--- config.mk ---
export PLATFORM = sky130hd
export DESIGN_NAME = regfile_writeback_queue
export DESIGN_NICKNAME = d
export VERILOG_FILES = /design/src/rtl/cpu_pkg.sv /design/src/rtl/wb_fifo.sv /design/src/rtl/regfile_writeback_queue.sv
export SDC_FILE = /design/constraint.sdc
export NUM_CORES = 1
export LEC_CHECK = 0
export ABC_AREA = 0
export BUFFER_PORTS_ARGS = -buffer_cell sky130_fd_sc_hd__buf_2
export CORE_AREA = 2 2 193 243
export DETAILED_ROUTE_END_ITERATION = 10
export DIE_AREA = 0 0 195 245
export PLACE_DENSITY = 0.59
export SLEW_MARGIN = 0
export SYNTH_ARGS = -nofsm -noshare
export SYNTH_HDL_FRONTEND = slang
export SYNTH_SLANG_ARGS = --single-unit
--- constraint.sdc ---
create_clock -name clk -period 3.9 [get_ports clk]
set_input_delay 0.78 -clock clk [delete_from_list [all_inputs] [get_ports clk]]
set_output_delay 0.78 -clock clk [all_outputs]
set_load 0.02 [all_outputs]
--- src/rtl/cpu_pkg.sv ---
// Shared CPU constants and types.
// Register-file indexing and write-back entry layout.
package cpu_pkg;

    localparam int REG_COUNT = 16;
    localparam int ADDR_W    = $clog2(REG_COUNT);
    localparam int DATA_W    = 32;

    localparam logic [3:0] PC_INDEX = 4'd15;

    typedef struct packed {
        logic [ADDR_W-1:0] addr;
        logic [DATA_W-1:0] data;
    } wb_entry_t;

endpackage

--- src/rtl/wb_fifo.sv ---
// In-order result queue for register write-back.
// Exposes its storage so the top can search pending writes.
module wb_fifo
    import cpu_pkg::*;
#(
    parameter int W     = ADDR_W + DATA_W,
    parameter int DEPTH = 4,
    parameter int PW    = $clog2(DEPTH),
    parameter int CW    = $clog2(DEPTH) + 1
) (
    input  logic                  clk,
    input  logic                  rst_n,
    input  logic                  push,
    input  logic                  pop,
    input  logic                  flush,
    input  logic [W-1:0]          wdata,
    output logic [W-1:0]          rdata,
    output logic [PW-1:0]         head,
    output logic [CW-1:0]         count,
    output logic [DEPTH-1:0][W-1:0] entries
);

    logic [PW-1:0] tail;

    assign rdata = entries[head];

    // Entry storage; validity is tracked by head/count, so no reset needed.
    always_ff @(posedge clk) begin
        if (push && !flush) begin
            entries[tail] <= wdata;
        end
    end

    // Pointers and occupancy; flush empties the queue and wins over push/pop.
    always_ff @(posedge clk or negedge rst_n) begin
        if (!rst_n) begin
            head  <= '0;
            tail  <= '0;
            count <= '0;
        end else if (flush) begin
            head  <= '0;
            tail  <= '0;
            count <= '0;
        end else begin
            if (push) tail <= tail + 1'b1;
            if (pop)  head <= head + 1'b1;
            unique case ({push, pop})
                2'b10:   count <= count + 1'b1;
                2'b01:   count <= count - 1'b1;
                default: count <= count;
            endcase
        end
    end

endmodule

--- src/rtl/regfile_writeback_queue.sv ---
// Write-back queue feeding the register-file write port.
// Steers R15 results to the PC and forwards pending writes to readers.
module regfile_writeback_queue
    import cpu_pkg::*;
#(
    parameter int N     = ADDR_W,
    parameter int M     = DATA_W,
    parameter int DEPTH = 4
) (
    input  logic                     clk,
    input  logic                     reset,
    input  logic                     in_valid,
    output logic                     in_ready,
    input  logic [N-1:0]             in_addr,
    input  logic [M-1:0]             in_data,
    input  logic                     port_free,
    input  logic                     flush,
    output logic                     WE3,
    output logic [N-1:0]             A3,
    output logic [M-1:0]             WD3,
    output logic                     pc_we,
    output logic [M-1:0]             pc_data,
    input  logic [N-1:0]             A1,
    input  logic [N-1:0]             A2,
    output logic                     fwd1_hit,
    output logic [M-1:0]             fwd1_data,
    output logic                     fwd2_hit,
    output logic [M-1:0]             fwd2_data,
    output logic [$clog2(DEPTH):0]   count
);

    localparam int W  = N + M;
    localparam int PW = $clog2(DEPTH);
    localparam int CW = $clog2(DEPTH) + 1;
    localparam logic [N-1:0] PC_IDX = N'(PC_INDEX);

    logic                    push;
    logic                    pop;
    logic [W-1:0]            head_entry;
    logic [N-1:0]            head_addr;
    logic [M-1:0]            head_data;
    logic [PW-1:0]           head;
    logic [DEPTH-1:0][W-1:0] entries;

    assign in_ready  = (count < CW'(DEPTH));
    assign push      = in_valid && in_ready && !flush;
    assign pop       = (count != '0) && port_free && !flush;
    assign head_addr = head_entry[W-1:M];
    assign head_data = head_entry[M-1:0];

    wb_fifo #(
        .W     (W),
        .DEPTH (DEPTH),
        .PW    (PW),
        .CW    (CW)
    ) u_fifo (
        .clk     (clk),
        .rst_n   (reset),
        .push    (push),
        .pop     (pop),
        .flush   (flush),
        .wdata   ({in_addr, in_data}),
        .rdata   (head_entry),
        .head    (head),
        .count   (count),
        .entries (entries)
    );

    // Output stage: retire the head to the write port or to the PC.
    always_ff @(posedge clk or negedge reset) begin
        if (!reset) begin
            WE3     <= 1'b0;
            A3      <= '0;
            WD3     <= '0;
            pc_we   <= 1'b0;
            pc_data <= '0;
        end else begin
            WE3   <= 1'b0;
            pc_we <= 1'b0;
            if (pop) begin
                if (head_addr == PC_IDX) begin
                    pc_we   <= 1'b1;
                    pc_data <= head_data;
                end else begin
                    WE3 <= 1'b1;
                    A3  <= head_addr;
                    WD3 <= head_data;
                end
            end
        end
    end

    // Youngest match wins: output stage first, then queue oldest-to-newest.
    function automatic logic [M:0] lookup(input logic [N-1:0] ra);
        logic [M:0]    r;
        logic [PW-1:0] idx;
        logic [W-1:0]  e;
        r = '0;
        if (ra != PC_IDX) begin
            if (WE3 && A3 == ra) r = {1'b1, WD3};
            for (int i = 0; i < DEPTH; i++) begin
                idx = head + PW'(i);
                e   = entries[idx];
                if (CW'(i) < count && e[W-1:M] == ra) begin
                    r = {1'b1, e[M-1:0]};
                end
            end
        end
        return r;
    endfunction

    // Bypass lookups for both read ports.
    always_comb begin
        {fwd1_hit, fwd1_data} = lookup(A1);
        {fwd2_hit, fwd2_data} = lookup(A2);
    end

endmodule

==> flow_results.xml, run 1 <==
<?xml version="1.0" encoding="UTF-8"?>
<metrics>
  <group name="sta">
    <metric name="setup_total_negative_slack" unit="ns">-9.84</metric>
    <metric name="fmax" unit="MHz">241</metric>
    <metric name="worstMarginPinSlew" unit="ns">0.805</metric>
    <metric name="fin_skew" unit="ns">0.0200</metric>
    <metric name="endpoints_failing_setup" unit="">65</metric>
    <metric name="layout_worst_path_cycle_share" unit="%">106</metric>
    <metric name="timing_max_transition_violations_final" unit="">0</metric>
    <metric name="grt_setup_unrepaired" unit="">yes</metric>
    <metric name="max_slew_margin" unit="%">45.9</metric>
    <metric name="period_minus_slack" unit="ns">4.15</metric>
    <metric name="final.setup.worst_slack" unit="ns">-0.246</metric>
    <metric name="final.hold.worst_slack" unit="ns">0.206</metric>
    <metric name="final-hold-violation-count" unit="">0</metric>
  </group>
  <group name="floorplanning">
    <metric name="die_x" unit="µm">195</metric>
    <metric name="initial_core_util" unit="%">30.6</metric>
    <metric name="die_area" unit="µm²">47800</metric>
    <metric name="fp.coreArea" unit="µm²">45600</metric>
    <metric name="chipHeight" unit="µm">245</metric>
    <metric name="io_pins" unit="">189</metric>
    <metric name="core.rowCount" unit="">88</metric>
  </group>
  <group name="placed_design">
    <metric name="detailed_place.area" unit="µm²">15900</metric>
    <metric name="placed_cells_incl_taps" unit="">2206</metric>
    <metric name="post-dp-hpwl" unit="µm">35000</metric>
    <metric name="placement.io_buffers" unit="">188</metric>
    <metric name="finalWeightedCongestion" unit="">0.878</metric>
  </group>
  <group name="logic_synthesis">
    <metric name="synth_top_family_by_area" unit="">compound AO/OA/AOI/OAI gates</metric>
    <metric name="synth_enable_flop_cells" unit="">144</metric>
    <metric name="yosysSeqAreaShare" unit="%">44.8</metric>
    <metric name="syn-cell-area" unit="µm²">14000</metric>
    <metric name="ys_warn_count" unit="">0</metric>
    <metric name="syn_avg_cell_area" unit="µm²">9.46</metric>
    <metric name="synthMuxAreaShare" unit="%">13.4</metric>
    <metric name="synth_compound_area_share" unit="%">23.1</metric>
    <metric name="syn_nets" unit="">1533</metric>
    <metric name="synth_fa_ha_area_share" unit="%">0.788</metric>
    <metric name="synthXorXnorAreaFrac" unit="%">2.95</metric>
    <metric name="async_reset_ff_share" unit="%">34.8</metric>
    <metric name="synth_ff_type" unit="">sky130_fd_sc_hd__edfxtp_1</metric>
    <metric name="ys_types" unit="">56</metric>
    <metric name="number_of_storage_elements_in_the_synthesis_netlist" unit="">221</metric>
    <metric name="synth-simple-area-share" unit="%">10.1</metric>
    <metric name="synthesis.instances" unit="">1476</metric>
  </group>
  <group name="worst_setup_path">
    <metric name="timing.critical_path.to_type" unit="">primary output</metric>
    <metric name="timing.critical_path.required" unit="ns">3.12</metric>
    <metric name="critical_path.max_fanout" unit="">18</metric>
    <metric name="timing.critical_path.from_type" unit="">register</metric>
    <metric name="arrival" unit="ns">3.37</metric>
    <metric name="critical_path_class" unit="">register to primary output</metric>
    <metric name="r2r_setup_slack" unit="ns">0.92</metric>
    <metric name="worst_path_cell_with_the_longest_stage_delay" unit="">sky130_fd_sc_hd__mux4_2</metric>
    <metric name="worstPathCellList" unit="">mux4_2 &gt; or3_4 &gt; a211oi_4 &gt; nand2_4 &gt; buf_12 &gt; o21ai_2 &gt; o221ai_1 &gt; nor2_1 &gt; buf_4</metric>
    <metric name="slowest_delay" unit="ns">0.54</metric>
  </group>
  <group name="final_layout">
    <metric name="layoutNonFillerInstCount" unit="">2295</metric>
    <metric name="postLayoutCellArea" unit="µm²">18500</metric>
    <metric name="num-fill-cells" unit="">4450</metric>
    <metric name="final-seq-area" unit="µm²">6260</metric>
    <metric name="area_growth_syn_to_layout" unit="%">32.7</metric>
    <metric name="multi_input_area" unit="µm²">7900</metric>
    <metric name="share_of_cells_above_drive_strength_1" unit="%">35.2</metric>
    <metric name="finish.net_count" unit="">1743</metric>
    <metric name="fin_util" unit="%">40.7</metric>
  </group>
  <group name="pwr">
    <metric name="power.static_leakage" unit="µW">0.00727</metric>
    <metric name="pwr_per_cell_area" unit="nW/µm²">612</metric>
    <metric name="vdd_ir_drop_max" unit="V">0.000410</metric>
  </group>
  <group name="status">
    <metric name="outcome" unit="">finished with violations</metric>
    <metric name="failed_checks" unit="">negative setup slack</metric>
  </group>
  <group name="clocking">
    <metric name="root_buffer" unit="">sky130_fd_sc_hd__clkbuf_16</metric>
    <metric name="insertion_delay" unit="ns">0.56</metric>
    <metric name="htree_levels" unit="">1</metric>
    <metric name="clock_sinks" unit="">221</metric>
    <metric name="largest_buffer_count_on_any_clock_path" unit="">3</metric>
    <metric name="tritoncts_clock_tree" unit="">built</metric>
    <metric name="cts.reportedPaths.clkPinSlew" unit="ns">0.07</metric>
    <metric name="numCtsBuffers" unit="">26</metric>
  </group>
  <group name="routing">
    <metric name="detail_route.drc_violations" unit="">0</metric>
    <metric name="drtPass1Iterations" unit="">5</metric>
    <metric name="route.vias.total" unit="">12800</metric>
    <metric name="via_per_inst" unit="">5.59</metric>
    <metric name="wire_per_inst" unit="µm">23.0</metric>
    <metric name="drtAntennaViolNets" unit="">0</metric>
    <metric name="totalWireLength" unit="µm">52900</metric>
    <metric name="drc_violation_total_after_the_first_tritonroute_iteration" unit="">782</metric>
  </group>
  <group name="global_routing">
    <metric name="grt.overflow.total" unit="">0</metric>
    <metric name="via_count_of_the_first_global_routing_pass" unit="">12700</metric>
    <metric name="wire_length_of_the_first_global_routing_pass" unit="µm">77100</metric>
    <metric name="gr-usage-all-layers" unit="%">21.1</metric>
    <metric name="antenna_violations_before_repair" unit="">6</metric>
    <metric name="grt_start_max_net_pins" unit="">73</metric>
  </group>
  <group name="hold_path">
    <metric name="holdCritPathClass" unit="">primary input to async pin</metric>
  </group>
  <group name="run">
    <metric name="maxCapViolCount" unit="">0</metric>
  </group>
</metrics>
[metrics by stage]
stage	total power (µW)	setup WS (ns)
6_report	11300	-0.246
5_1_grt	11900	-0.368
4_1_cts	11100	-0.286
3_5_place_dp	8110	0.0435
3_3_place_gp	8050	0.0509
2_1_floorplan	6270	0.304
[per-layer routing]
layer	global-route usage (%)	part of all wire, %	routed length (µm)	vias to the layer above
li1	-	-	-	5887
met4	14.8	7.0	3690	2
met1	23.7	38	19900	6237
met2	36.4	49	26100	522
met3	3.65	5.9	3120	174
met5	0	0.021	11	-
[area by class of cell]
type / instances / area share [%]
Multi-Input combinational cell: 1110 / 42.7
Sequential cell: 221 / 33.8
Timing Repair Buffer: 315 / 14.5
Tap cell: 585 / 3.95
Clock buffer: 29 / 3.74
Clock inverter: 19 / 1.07
Inverter: 12 / 0.257
Antenna cell: 4 / 0.0540
[cell usage in the layout (no fill, tap or decap), types with 19 or more instances in the layout]
master                      count
sky130_fd_sc_hd__a21oi_2       46
sky130_fd_sc_hd__a21oi_1       99
sky130_fd_sc_hd__mux2_2        73
sky130_fd_sc_hd__buf_2        127
sky130_fd_sc_hd__buf_12        23
sky130_fd_sc_hd__o21ai_0      170
sky130_fd_sc_hd__o21ai_2       27
sky130_fd_sc_hd__o21a_1        31
sky130_fd_sc_hd__nor2_1       134
sky130_fd_sc_hd__nand2_1      129
sky130_fd_sc_hd__o21ai_1       47
sky130_fd_sc_hd__dfrtp_1       75
sky130_fd_sc_hd__buf_6         50
sky130_fd_sc_hd__a21o_1        29
sky130_fd_sc_hd__xor2_1        19
sky130_fd_sc_hd__clkbuf_16     29
sky130_fd_sc_hd__xnor2_1       21
sky130_fd_sc_hd__mux2i_1       72
sky130_fd_sc_hd__buf_4        103
sky130_fd_sc_hd__nor3_1        34
sky130_fd_sc_hd__o221ai_1      23
sky130_fd_sc_hd__edfxtp_1     144
[final timing paths]
kind | start | endpoint | depth (start not counted)
max in group asynchronous | reset | pc_data[3] | 2
setup / recovery | u_fifo.head[0] | fwd2_data[9] | 9
hold / removal | reset | pc_data[26] | 1
min in group clk | in_addr[0] | u_fifo.entries[32] | 1
hold reg to reg | pc_data[18] | pc_data[18] | 2
setup reg to reg | u_fifo.head[0] | pc_data[6] | 10
[synth_stat cells (2+ instances only)]
cell type / number / area share [%]
sky130_fd_sc_hd__a21o_1: 29 / 1.6
sky130_fd_sc_hd__mux4_2: 11 / 1.8
sky130_fd_sc_hd__clkbuf_1: 71 / 1.9
sky130_fd_sc_hd__o21ai_1: 28 / 1.0
sky130_fd_sc_hd__buf_2: 41 / 1.5
sky130_fd_sc_hd__nand2_1: 130 / 3.5
sky130_fd_sc_hd__o21ai_0: 225 / 8.1
sky130_fd_sc_hd__ha_1: 8 / 0.72
sky130_fd_sc_hd__nor3_1: 36 / 1.3
sky130_fd_sc_hd__and2_1: 6 / 0.27
sky130_fd_sc_hd__nand4_1: 5 / 0.22
sky130_fd_sc_hd__or3_1: 4 / 0.18
sky130_fd_sc_hd__a21oi_1: 149 / 5.3
sky130_fd_sc_hd__o211a_1: 6 / 0.43
sky130_fd_sc_hd__edfxtp_1: 144 / 31
sky130_fd_sc_hd__mux2_2: 73 / 5.9
sky130_fd_sc_hd__nor4_1: 2 / 0.090
sky130_fd_sc_hd__o21a_1: 34 / 1.8
sky130_fd_sc_hd__o211ai_1: 7 / 0.38
sky130_fd_sc_hd__a31oi_1: 7 / 0.31
sky130_fd_sc_hd__mux2i_1: 73 / 5.2
sky130_fd_sc_hd__dfrtp_1: 77 / 14
sky130_fd_sc_hd__buf_6: 11 / 0.89
sky130_fd_sc_hd__xnor2_1: 25 / 1.6
sky130_fd_sc_hd__a2bb2oi_1: 3 / 0.19
sky130_fd_sc_hd__inv_1: 11 / 0.30
sky130_fd_sc_hd__xor2_1: 22 / 1.4
sky130_fd_sc_hd__nor2_1: 140 / 3.8
sky130_fd_sc_hd__buf_1: 8 / 0.21
sky130_fd_sc_hd__o221ai_1: 27 / 1.7
sky130_fd_sc_hd__nand3_1: 11 / 0.39
sky130_fd_sc_hd__a2111oi_0: 26 / 1.6
sky130_fd_sc_hd__mux2i_2: 2 / 0.20
sky130_fd_sc_hd__o221a_2: 2 / 0.16
[timing repair]
item,in CTS,in global routing
hold buffers,0,0
buffers inserted,16,13
hold endpoints to repair,0,0
gates cloned,8,4
setup endpoints to repair,66,66
pin swaps,34,34
resized for setup,206,169
[cells by family (layout without fill, tap and decap cells)]
kind of cell             after synthesis  count (layout)
XOR/XNOR                              47              47
other                                  0               4
adder cells (fa/ha/maj)                9               9
buffers and inverters                146             375
AO/OA/AOI/OAI                        551             551
multiplexers                         161             161
AND/OR/NAND/NOR                      341             342
flip-flops                           221             221
[critical path: cells and delay by family (launching register included)]
| family | cells | cell delay (ns) |
|---|---|---|
| simple gates | 3 | 0.77 |
| mux | 1 | 0.54 |
| buf+inv | 2 | 0.39 |
| compound gates | 3 | 0.63 |
| flops | 1 | 0.44 |
[registers in the layout, summed over array words and instances (netlist names)]
name and flops:
u_fifo.count 3, u_fifo.entries 144, pc_data 32, WE3 1
WD3 32, u_fifo.tail 2, u_fifo.head 2, A3 4
pc_we 1
[where the power goes]
group | internal, µW | total [µW] | leakage, µW | switching [µW]
clock network | 1490 | 2550 | 0.000430 | 1060
logic | 2030 | 5400 | 0.00454 | 3370
registers | 2920 | 3400 | 0.00229 | 476
Power figures use the tool's default switching activity.
==> run 2: changes to the inputs <==
Settings changed: PLACE_DENSITY 0.59 to not set.
==> run 2 against run 1 <==
Compared with the run above: the flow still finishes with violations (negative setup slack); critical endpoint is now fwd2_data[13]; power increased by 0.45%; register-to-register slack got worse by 0.15 ns; routed wire length increased by 5.8%; critical path type unchanged.
==> flow_results.xml, run 2 (synthesized netlist as in run 1, its figures left out) <==
<?xml version="1.0" encoding="UTF-8"?>
<metrics>
  <group name="sta">
    <metric name="timing_max_transition_violations_final" unit="">0</metric>
    <metric name="fin_skew" unit="ns">0.0153</metric>
    <metric name="final.hold.worst_slack" unit="ns">0.260</metric>
    <metric name="setup_total_negative_slack" unit="ns">-11.97</metric>
    <metric name="final.setup.worst_slack" unit="ns">-0.266</metric>
    <metric name="endpoints_failing_setup" unit="">66</metric>
    <metric name="layout_worst_path_cycle_share" unit="%">107</metric>
    <metric name="final-hold-violation-count" unit="">0</metric>
    <metric name="worstMarginPinSlew" unit="ns">0.741</metric>
    <metric name="grt_setup_unrepaired" unit="">yes</metric>
    <metric name="fmax" unit="MHz">240</metric>
    <metric name="max_slew_margin" unit="%">50.6</metric>
    <metric name="period_minus_slack" unit="ns">4.17</metric>
  </group>
  <group name="placed_design">
    <metric name="finalWeightedCongestion" unit="">0.916</metric>
    <metric name="detailed_place.area" unit="µm²">15600</metric>
    <metric name="post-dp-hpwl" unit="µm">33700</metric>
    <metric name="placement.io_buffers" unit="">188</metric>
    <metric name="post-place-ws" unit="ns">-0.0761</metric>
    <metric name="placed_cells_incl_taps" unit="">2174</metric>
  </group>
  <group name="global_routing">
    <metric name="grt_start_max_net_pins" unit="">70</metric>
    <metric name="antenna_violations_before_repair" unit="">8</metric>
    <metric name="grt.overflow.total" unit="">0</metric>
    <metric name="wire_length_of_the_first_global_routing_pass" unit="µm">77700</metric>
    <metric name="gr-usage-all-layers" unit="%">21.3</metric>
    <metric name="via_count_of_the_first_global_routing_pass" unit="">12900</metric>
  </group>
  <group name="final_layout">
    <metric name="layoutNonFillerInstCount" unit="">2290</metric>
    <metric name="largest_reg_flops" unit="">144</metric>
    <metric name="top_register" unit="">u_fifo.entries</metric>
    <metric name="postLayoutCellArea" unit="µm²">18900</metric>
    <metric name="share_of_cells_above_drive_strength_1" unit="%">36.4</metric>
    <metric name="multi_input_area" unit="µm²">8240</metric>
    <metric name="final_common_cell" unit="">sky130_fd_sc_hd__o21ai_0</metric>
    <metric name="num-fill-cells" unit="">4409</metric>
    <metric name="final_cell_mix" unit="">160 x sky130_fd_sc_hd__o21ai_0, 144 x sky130_fd_sc_hd__edfxtp_1, 129 x sky130_fd_sc_hd__nand2_1, 129 x sky130_fd_sc_hd__nor2_1, 123 x sky130_fd_sc_hd__buf_2</metric>
    <metric name="top_regs" unit="">u_fifo.entries: 144 flops, WD3: 32 flops, pc_data: 32 flops</metric>
    <metric name="area_growth_syn_to_layout" unit="%">35.6</metric>
    <metric name="finish.net_count" unit="">1735</metric>
    <metric name="final-seq-area" unit="µm²">6260</metric>
  </group>
  <group name="worst_setup_path">
    <metric name="critical_path.max_fanout" unit="">14</metric>
    <metric name="timing.critical_path.from_type" unit="">register</metric>
    <metric name="timing.critical_path.to_type" unit="">primary output</metric>
    <metric name="reg2reg_depth" unit="">11</metric>
    <metric name="critical_path_class" unit="">register to primary output</metric>
    <metric name="arrival" unit="ns">3.39</metric>
    <metric name="timing.critical_path.required" unit="ns">3.12</metric>
  </group>
  <group name="clocking">
    <metric name="numCtsBuffers" unit="">24</metric>
    <metric name="largest_buffer_count_on_any_clock_path" unit="">3</metric>
    <metric name="insertion_delay" unit="ns">0.56</metric>
    <metric name="clock_sinks" unit="">221</metric>
    <metric name="cts.reportedPaths.clkPinSlew" unit="ns">0.07</metric>
    <metric name="htree_levels" unit="">1</metric>
    <metric name="cts-hold-fix-buffers" unit="">0</metric>
    <metric name="tritoncts_clock_tree" unit="">built</metric>
    <metric name="root_buffer" unit="">sky130_fd_sc_hd__clkbuf_16</metric>
  </group>
  <group name="pwr">
    <metric name="power.static_leakage" unit="µW">0.00734</metric>
    <metric name="power.switching_fraction" unit="%">44.1</metric>
    <metric name="cell_internal_pwr" unit="µW">6370</metric>
    <metric name="pwr_per_cell_area" unit="nW/µm²">602</metric>
    <metric name="power.share.clock" unit="%">20.5</metric>
    <metric name="vdd_ir_drop_max" unit="V">0.000326</metric>
    <metric name="power.share.combinational" unit="%">49.4</metric>
    <metric name="share_seq_of_total_power" unit="%">30.1</metric>
    <metric name="p_sw" unit="µW">5030</metric>
  </group>
  <group name="routing">
    <metric name="wire_per_inst" unit="µm">24.4</metric>
    <metric name="route.vias.total" unit="">13300</metric>
    <metric name="drtAntennaViolNets" unit="">0</metric>
    <metric name="drc_violation_total_after_the_first_tritonroute_iteration" unit="">1109</metric>
    <metric name="drtPass1Iterations" unit="">6</metric>
    <metric name="via_per_inst" unit="">5.79</metric>
    <metric name="totalWireLength" unit="µm">55900</metric>
    <metric name="detail_route.drc_violations" unit="">0</metric>
  </group>
  <group name="status">
    <metric name="outcome" unit="">finished with violations</metric>
    <metric name="failed_checks" unit="">negative setup slack</metric>
  </group>
  <group name="floorplanning">
    <metric name="io_pins" unit="">189</metric>
    <metric name="chipHeight" unit="µm">245</metric>
    <metric name="die_x" unit="µm">195</metric>
    <metric name="die_area" unit="µm²">47800</metric>
    <metric name="core.rowCount" unit="">88</metric>
    <metric name="fp.coreArea" unit="µm²">45600</metric>
    <metric name="initial_core_util" unit="%">30.6</metric>
  </group>
  <group name="run">
    <metric name="maxCapViolCount" unit="">0</metric>
  </group>
  <group name="hold_path">
    <metric name="holdCritPathClass" unit="">primary input to async pin</metric>
  </group>
</metrics>
-- run 2: changes by cell type in the layout (fill, tap and decap cells not counted), moves of 8 or more --
cell,delta
sky130_fd_sc_hd__o221ai_1,-9
sky130_fd_sc_hd__a21oi_2,-11
sky130_fd_sc_hd__a21oi_1,+14
sky130_fd_sc_hd__o21ai_4,+11
sky130_fd_sc_hd__a2111oi_4,+8
sky130_fd_sc_hd__buf_4,-12
sky130_fd_sc_hd__o221ai_2,+8
sky130_fd_sc_hd__o21ai_1,-8
sky130_fd_sc_hd__o21ai_2,+8
sky130_fd_sc_hd__o21ai_0,-10
-- run 2: cell type report --
type | count | area share, %
clock inverter | 14 | 0.720
antenna | 9 | 0.119
timing repair buffer | 309 | 15.1
sequential | 221 | 33.0
clock buffer | 30 | 3.45
inverter | 12 | 0.251
tap | 585 | 3.86
multi-input combinational | 1110 | 43.5
-- run 2: path summary, 6_finish.rpt --
check | startpoint | end | slack, ns
worst max-delay path | u_fifo.head[1] | fwd2_data[13] | -0.27
worst min-delay path | reset | WD3[24] | 0.26
worst max register to register | u_fifo.head[0] | pc_data[24] | 0.77
worst min register to register | pc_data[19] | pc_data[19] | 0.48
max in group asynchronous | reset | WD3[12] | 2.83
min in group clk | in_data[11] | u_fifo.entries[11] | 0.44
-- run 2: power groups by stage --
stage          Clock [µW]  Combinational, µW  Sequential, µW
2_1_floorplan           0               2650            3630
3_3_place_gp            0               4470            3420
3_5_place_dp            0               4530            3430
4_1_cts              2370               5220            3380
5_1_grt              2450               5990            3470
6_report             2340               5630            3430
-- run 2: per-stage QoR --
stage               total power (µW)  utilization [%]
floorplan                       6270                -
global placement                7890             34.3
detailed placement              7960             34.3
CTS                            11000             39.0
global route                   11900             41.5
finish                         11400             41.6
-- run 2: per-layer routing --
metal / track usage [%] / wire length [µm] / share of wire (%)
met5: 0 / 16 / 0.029
met4: 15.3 / 4520 / 8.1
met3: 3.75 / 4410 / 7.9
met1: 24.0 / 20200 / 36
met2: 36.4 / 26700 / 48
-- run 2: critical path, cell delays in order (launching register included) --
cell,delay [ns]
sky130_fd_sc_hd__dfrtp_4,0.56
sky130_fd_sc_hd__buf_12,0.17
sky130_fd_sc_hd__mux4_2,0.32
sky130_fd_sc_hd__or3_1,0.37
sky130_fd_sc_hd__a211oi_2,0.26
sky130_fd_sc_hd__nand2_2,0.15
sky130_fd_sc_hd__buf_12,0.20
sky130_fd_sc_hd__o21ai_4,0.20
sky130_fd_sc_hd__o221ai_1,0.14
sky130_fd_sc_hd__nor2_1,0.25
sky130_fd_sc_hd__buf_4,0.19
-- run 2: repair_timing --
item | CTS | global route
pin swaps | 66 | 53
gates resized for setup | 286 | 161
buffers inserted | 25 | 19
cloned | 10 | 10
endpoints found under the setup margin | 66 | 66
